**config.mk**
```make
export PLATFORM = sky130hd
export DESIGN_NAME = seg_addr_unit
export DESIGN_NICKNAME = d
export VERILOG_FILES = /design/src/rtl/seg_pkg.sv /design/src/rtl/seg_addr_gen.sv /design/src/rtl/seg_addr_unit.sv
export SDC_FILE = /design/constraint.sdc
export NUM_CORES = 1
export LEC_CHECK = 0
export CAP_MARGIN = 20
export CORE_UTILIZATION = 44
export DETAILED_ROUTE_END_ITERATION = 16
export PLACE_DENSITY = 0.78
export SETUP_SLACK_MARGIN = 0.05
export SLEW_MARGIN = 20
export SYNTH_ARGS = -nofsm -noshare
export SYNTH_HDL_FRONTEND = slang
export SYNTH_SLANG_ARGS = --single-unit
```
**constraint.sdc**
```tcl
create_clock -name clk -period 4.2 [get_ports clk]
set_input_delay 0.63 -clock clk [delete_from_list [all_inputs] [get_ports clk]]
set_output_delay 0.63 -clock clk [all_outputs]
set_load 0.01 [all_outputs]
```
**src/rtl/seg_pkg.sv**
```systemverilog
// Shared constants and types for the segment address unit.
package seg_pkg;

  // Segment register indices (extras above ES are general purpose)
  localparam int unsigned SEG_CS = 0;
  localparam int unsigned SEG_DS = 1;
  localparam int unsigned SEG_SS = 2;
  localparam int unsigned SEG_ES = 3;

  // Default geometry for the 8086-style 20-bit address space
  localparam int unsigned DEF_SHIFT  = 4;
  localparam int unsigned DEF_ADDR_W = 20;

  // Segment-override prefix tracker
  typedef enum logic {
    OVR_IDLE  = 1'b0,
    OVR_ARMED = 1'b1
  } ovr_state_t;

endpackage

```
**src/rtl/seg_addr_gen.sv**
```systemverilog
// Combinational physical-address generator: (seg << SHIFT) + off, truncated.
// Optional feature macro: SEG_LIMIT_EN adds an offset-vs-limit fault compare.
module seg_addr_gen #(
  parameter int unsigned SEG_W  = 16,
  parameter int unsigned OFF_W  = 16,
  parameter int unsigned SHIFT  = 4,
  parameter int unsigned ADDR_W = 20
) (
  input  logic [SEG_W-1:0]  seg,
  input  logic [OFF_W-1:0]  off,
`ifdef SEG_LIMIT_EN
  input  logic [OFF_W-1:0]  limit,
  output logic              fault,
`endif
  output logic [ADDR_W-1:0] addr
);

  // Sum is formed wide enough for both operands and the result, then truncated
  localparam int unsigned OPS_W = (SEG_W + SHIFT > OFF_W) ? SEG_W + SHIFT : OFF_W;
  localparam int unsigned SUM_W = (OPS_W > ADDR_W) ? OPS_W : ADDR_W;

  logic [SUM_W-1:0] seg_ext;
  logic [SUM_W-1:0] off_ext;
  logic [SUM_W-1:0] sum;

  // Shift-add; any carry beyond ADDR_W is discarded (address wrap)
  always_comb begin
    seg_ext = SUM_W'(seg) << SHIFT;
    off_ext = SUM_W'(off);
    sum     = seg_ext + off_ext;
    addr    = sum[ADDR_W-1:0];
  end

`ifdef SEG_LIMIT_EN
  // Fault when the offset exceeds the segment limit
  always_comb begin
    fault = (off > limit);
  end
`endif

endmodule

```
**src/rtl/seg_addr_unit.sv**
```systemverilog
// Segment register file, override-prefix FSM and registered address response.
// Optional feature macro: SEG_LIMIT_EN adds per-segment limit registers,
// the lim_wr_* ports and a registered rsp_fault; otherwise rsp_fault is 0.
module seg_addr_unit
  import seg_pkg::*;
#(
  parameter int unsigned     SEG_W   = 16,
  parameter int unsigned     OFF_W   = 16,
  parameter int unsigned     NUM_SEG = 4,
  parameter int unsigned     SEL_W   = $clog2(NUM_SEG),
  parameter int unsigned     SHIFT   = DEF_SHIFT,
  parameter int unsigned     ADDR_W  = DEF_ADDR_W,
  parameter logic [SEG_W-1:0] CS_RST = 16'hFFFF
) (
  input  logic                     clk,
  input  logic                     rst,
  input  logic                     wr_en,
  input  logic [SEL_W-1:0]         wr_sel,
  input  logic [SEG_W-1:0]         wr_data,
  output logic [NUM_SEG*SEG_W-1:0] seg_out,
`ifdef SEG_LIMIT_EN
  input  logic                     lim_wr_en,
  input  logic [SEL_W-1:0]         lim_wr_sel,
  input  logic [OFF_W-1:0]         lim_wr_data,
`endif
  input  logic                     ovr_valid,
  input  logic [SEL_W-1:0]         ovr_sel,
  input  logic                     req_valid,
  output logic                     req_ready,
  input  logic [SEL_W-1:0]         req_sel,
  input  logic [OFF_W-1:0]         req_off,
  output logic                     rsp_valid,
  input  logic                     rsp_ready,
  output logic [ADDR_W-1:0]        rsp_addr,
  output logic [SEL_W-1:0]         rsp_seg,
  output logic                     rsp_fault
);

  logic [SEG_W-1:0] seg_q [NUM_SEG];
  ovr_state_t       state;
  ovr_state_t       state_nxt;
  logic [SEL_W-1:0] ovr_q;
  logic [SEL_W-1:0] eff_sel;
  logic [SEG_W-1:0] eff_seg;
  logic [ADDR_W-1:0] gen_addr;
  logic             accept;
  logic             gen_fault;

  assign req_ready = !rsp_valid || rsp_ready;
  assign accept    = req_valid && req_ready;
  assign eff_sel   = (state == OVR_ARMED) ? ovr_q : req_sel;

  // Segment register file; selectors outside the file match no entry
  always_ff @(posedge clk or negedge rst) begin
    if (!rst) begin
      for (int unsigned i = 0; i < NUM_SEG; i++)
        seg_q[i] <= (i == SEG_CS) ? CS_RST : '0;
    end else begin
      for (int unsigned i = 0; i < NUM_SEG; i++)
        if (wr_en && wr_sel == SEL_W'(i))
          seg_q[i] <= wr_data;
    end
  end

  for (genvar g = 0; g < NUM_SEG; g++) begin : g_seg_out
    assign seg_out[g*SEG_W +: SEG_W] = seg_q[g];
  end

  // Effective segment value, with same-cycle write bypass
  always_comb begin
    eff_seg = '0;
    for (int unsigned i = 0; i < NUM_SEG; i++) begin
      if (eff_sel == SEL_W'(i))
        eff_seg = (wr_en && wr_sel == eff_sel) ? wr_data : seg_q[i];
    end
  end

`ifdef SEG_LIMIT_EN
  logic [OFF_W-1:0] lim_q [NUM_SEG];
  logic [OFF_W-1:0] eff_lim;

  // Limit registers, reset to all-ones (no limit)
  always_ff @(posedge clk or negedge rst) begin
    if (!rst) begin
      for (int unsigned i = 0; i < NUM_SEG; i++)
        lim_q[i] <= '1;
    end else begin
      for (int unsigned i = 0; i < NUM_SEG; i++)
        if (lim_wr_en && lim_wr_sel == SEL_W'(i))
          lim_q[i] <= lim_wr_data;
    end
  end

  // Effective limit, with same-cycle write bypass
  always_comb begin
    eff_lim = '1;
    for (int unsigned i = 0; i < NUM_SEG; i++) begin
      if (eff_sel == SEL_W'(i))
        eff_lim = (lim_wr_en && lim_wr_sel == eff_sel) ? lim_wr_data : lim_q[i];
    end
  end

  seg_addr_gen #(
    .SEG_W  (SEG_W),
    .OFF_W  (OFF_W),
    .SHIFT  (SHIFT),
    .ADDR_W (ADDR_W)
  ) u_gen (
    .seg   (eff_seg),
    .off   (req_off),
    .limit (eff_lim),
    .fault (gen_fault),
    .addr  (gen_addr)
  );
`else
  assign gen_fault = 1'b0;

  seg_addr_gen #(
    .SEG_W  (SEG_W),
    .OFF_W  (OFF_W),
    .SHIFT  (SHIFT),
    .ADDR_W (ADDR_W)
  ) u_gen (
    .seg  (eff_seg),
    .off  (req_off),
    .addr (gen_addr)
  );
`endif

  // Override FSM state register
  always_ff @(posedge clk or negedge rst) begin
    if (!rst) state <= OVR_IDLE;
    else      state <= state_nxt;
  end

  // Override FSM next state: a prefix always (re)arms, acceptance consumes it
  always_comb begin
    state_nxt = state;
    case (state)
      OVR_IDLE:  if (ovr_valid) state_nxt = OVR_ARMED;
      OVR_ARMED: if (accept && !ovr_valid) state_nxt = OVR_IDLE;
      default:   state_nxt = OVR_IDLE;
    endcase
  end

  // Latched override selector; the last prefix wins
  always_ff @(posedge clk or negedge rst) begin
    if (!rst)           ovr_q <= '0;
    else if (ovr_valid) ovr_q <= ovr_sel;
  end

  // Response register: load on acceptance, hold while stalled, drop when consumed
  always_ff @(posedge clk or negedge rst) begin
    if (!rst) begin
      rsp_valid <= 1'b0;
      rsp_addr  <= '0;
      rsp_seg   <= '0;
      rsp_fault <= 1'b0;
    end else if (accept) begin
      rsp_valid <= 1'b1;
      rsp_addr  <= gen_addr;
      rsp_seg   <= eff_sel;
      rsp_fault <= gen_fault;
    end else if (rsp_ready) begin
      rsp_valid <= 1'b0;
    end
  end

endmodule

```
==> flow_metrics.py <==
metrics = {
    "sta": {
        "fmax_ghz": 0.248,
        "maxSlewHeadroom_pct": 37.9,
        "rsz0062_at_grt": "yes",
        "holdWs_ns": 0.308,
        "maxSlewViolCount": 0,
        "finalSetupViolations": 0,
        "layout_setup_ws_ns": 0.176,
        "finClkSkew_ns": 0.0127,
        "worst_pin_slew_ns": 0.929,
        "fin_crit_ns": 4.02,
        "period_share_pct": 95.8,
        "finalHoldViolations": 0,
    },
    "global_route": {
        "grt-busiest-layer": "met2",
        "use_met2_pct": 39.8,
        "grt_use_total_pct": 24.8,
        "grt_use_met3_pct": 4.58,
        "grt_use_met1_pct": 33.8,
        "grt_max_degree": 63,
        "antenna_found_initial": 0,
        "grt_pass1_vias": 4148,
        "grt_pass1_wl_um": 21400,
        "grt_overflow": 0,
    },
    "synthesis": {
        "synth_cell_types": 57,
        "synth-seq-cells": 90,
        "synth-async-reset-ratio_pct": 100,
        "synthesis.nets": 482,
        "syn_avg_cell_area_um2": 11.1,
        "ys.flop_type": "dfrtp_1",
        "synth_seq_area_share_pct": 48.0,
        "synthesis.instances": 425,
        "synth_edf_count": 0,
        "yosys_warnings": 0,
        "synth_area_um2": 4740,
    },
    "placement": {
        "gp_congestion": 0.939,
        "numPortBuffers": 131,
        "pre_cts_slack_ns": -0.388,
        "place_inst": 718,
        "hpwl_um": 10100,
    },
    "power": {
        "leakagePower_nw": 2.89,
        "internal-power_mw": 2.20,
        "switching_share_pct": 34.5,
        "p_sw_mw": 1.16,
        "pwr-share-comb_pct": 43.6,
        "powerDensity_nw_per_um2": 497,
        "clock_power_share_pct": 19.5,
        "p_total_mw": 3.37,
        "seqPwrFrac_pct": 36.9,
        "ir_worst_vdd_v": 0.000271,
    },
    "setup_path": {
        "startpoint_type": "input pin",
        "path_class": "in2reg",
        "r2r_cells": 15,
        "r2r-start": "state",
        "r2r_end": "rsp_addr[17]",
        "worstSetupEndpointType": "register",
        "crit_path_max_fanout": 5,
        "timing.reg2reg.setup_slack_ns": 0.34,
        "arrival_ns": 4.28,
        "crit_required_ns": 4.46,
    },
    "drt": {
        "initialDrtViolationCount": 163,
        "drtAntennaViolNets": 0,
        "viasPerCell": 5.67,
        "first_pass_iters": 5,
        "vias": 4189,
        "post_drt_wl_per_cell_um": 18.2,
        "totalWireLength_um": 13400,
        "drc": 0,
    },
    "layout": {
        "final_cell_mix": "130 x clkdlybuf4s50_1, 73 x dfrtp_1, 66 x mux2_2, 53 x buf_4, 50 x nand2_1",
        "drive_above_1_share_pct": 28.0,
        "final_util_pct": 65.3,
        "final_common_cell": "clkdlybuf4s50_1",
        "finalNonFillerCells": 739,
        "diodes": 0,
        "areaGrowthSynthToFinish_pct": 43.0,
        "fin_nets": 655,
    },
    "floorplan": {
        "die_h_um": 106,
        "ioPinCount": 133,
        "die_area_um2": 11200,
        "die_w_um": 106,
        "core_um2": 10400,
        "start_util_pct": 45.7,
        "rows": 37,
    },
    "cts": {
        "insertion_delay_ns": 0.37,
        "cts_buffers": 9,
        "clock_sinks": 90,
        "htreeDepth": 3,
        "cts_hold_buf": 0,
        "cts_buffer_depth": 2,
        "clk_pin_slew_ns": 0.11,
        "cts_tree": "done",
        "root_buffer": "clkbuf_8",
    },
    "run_status": {
        "outcome": "complete, no violations",
    },
    "worst_hold_path": {
        "hold_path.class": "in2async",
    },
    "job": {
        "maxCapViolCount": 0,
    },
}
stage by stage:
| step | area, um2 | setup TNS, ns |
|---|---|---|
| final | 6770 | 0 |
| after global routing | 6770 | 0 |
| after CTS | 6700 | 0 |
| after detailed placement | 6480 | -1.30 |
| after global placement | 6480 | -0.532 |
| after floorplan | 4740 | 0 |
power by group through the flow:
stage               Combinational (mW)  Sequential (mW)  Clock, mW
finish                            1.47             1.24      0.657
global route                      1.58             1.27      0.691
CTS                               1.45             1.24      0.661
detailed placement                1.43             1.26          0
global placement                  1.39             1.25          0
floorplan                        0.616             1.31          0
worst max-delay path, cell delays in order:
cell,delay (ns)
clkdlybuf4s50_1,0.57
mux2i_4,0.11
buf_4,0.16
xnor2_2,0.16
or3_4,0.38
buf_4,0.16
o22ai_1,0.14
a21oi_1,0.09
ha_1,0.32
or3_1,0.11
o21ai_0,0.11
or3b_2,0.50
nand3_1,0.08
o221ai_1,0.20
o2111a_1,0.29
a211o_1,0.26
repair_timing:
item,CTS,global route
gates cloned,0,0
setup endpoints to repair,2,5
resized for setup,3,6
buffers inserted,0,4
hold endpoints to repair,0,0
Yosys cell counts, types with 5 or more instances:
master / n / area share (%)
dfrtp_1: 74 / 39
nand3_1: 5 / 0.53
a21o_1: 9 / 1.4
a21oi_1: 15 / 1.6
xor2_1: 5 / 0.92
and3_1: 7 / 0.92
a311oi_1: 5 / 0.92
nor3_1: 6 / 0.63
o22ai_1: 12 / 1.6
o21ai_0: 26 / 2.7
mux2_2: 66 / 16
dfstp_2: 16 / 8.9
nor2_1: 14 / 1.1
a221o_1: 5 / 1.1
clkbuf_1: 16 / 1.3
nand2_1: 50 / 4.0
a211oi_1: 6 / 0.95
ha_1: 12 / 3.2
registers in the layout (all words and copies together), names as in the netlist:
name	flops
rsp_seg	2
rsp_valid	1
ovr_q	2
state	1
seg_out	64
rsp_addr	20
worst max-delay path by stage:
stage	start	to	slack [ns]
after floorplan	wr_sel[1]	rsp_addr[18]	0.17
after global placement	req_sel[1]	rsp_addr[18]	-0.19
after detailed placement	req_sel[0]	rsp_addr[18]	-0.39
after CTS	wr_sel[0]	rsp_addr[17]	0.1
after global routing	req_sel[0]	rsp_addr[17]	0.01
final	req_sel[1]	rsp_addr[17]	0.18
metal layers:
metal / part of all wire [%] / up-vias
met3: 6.4 / 25
met1: 45 / 2074
met5: 0 / -
met4: 1.9 / 0
met2: 47 / 165
li1: - / 1925
cell type report:
type,instances,area (um2)
multi-input cells,309,2380
clock inverters,7,92.6
clock buffers,9,124
inverters,4,15.0
repair buffers,184,1710
fillers,845,3600
well taps,136,170
flip-flops and latches,90,2270
cells by family (layout without fill, tap and decap cells):
group	Yosys count	after routing	synth area share, %
compound gates	107	107	15.4
xor+xnor	11	11	2.35
fa+ha+maj	13	13	3.59
buf+inv	26	204	2.40
flops	90	90	48.0
mux	69	69	16.9
other cells	1	1	0.0792
simple gates	108	108	11.4
Power figures use the tool's default switching activity.
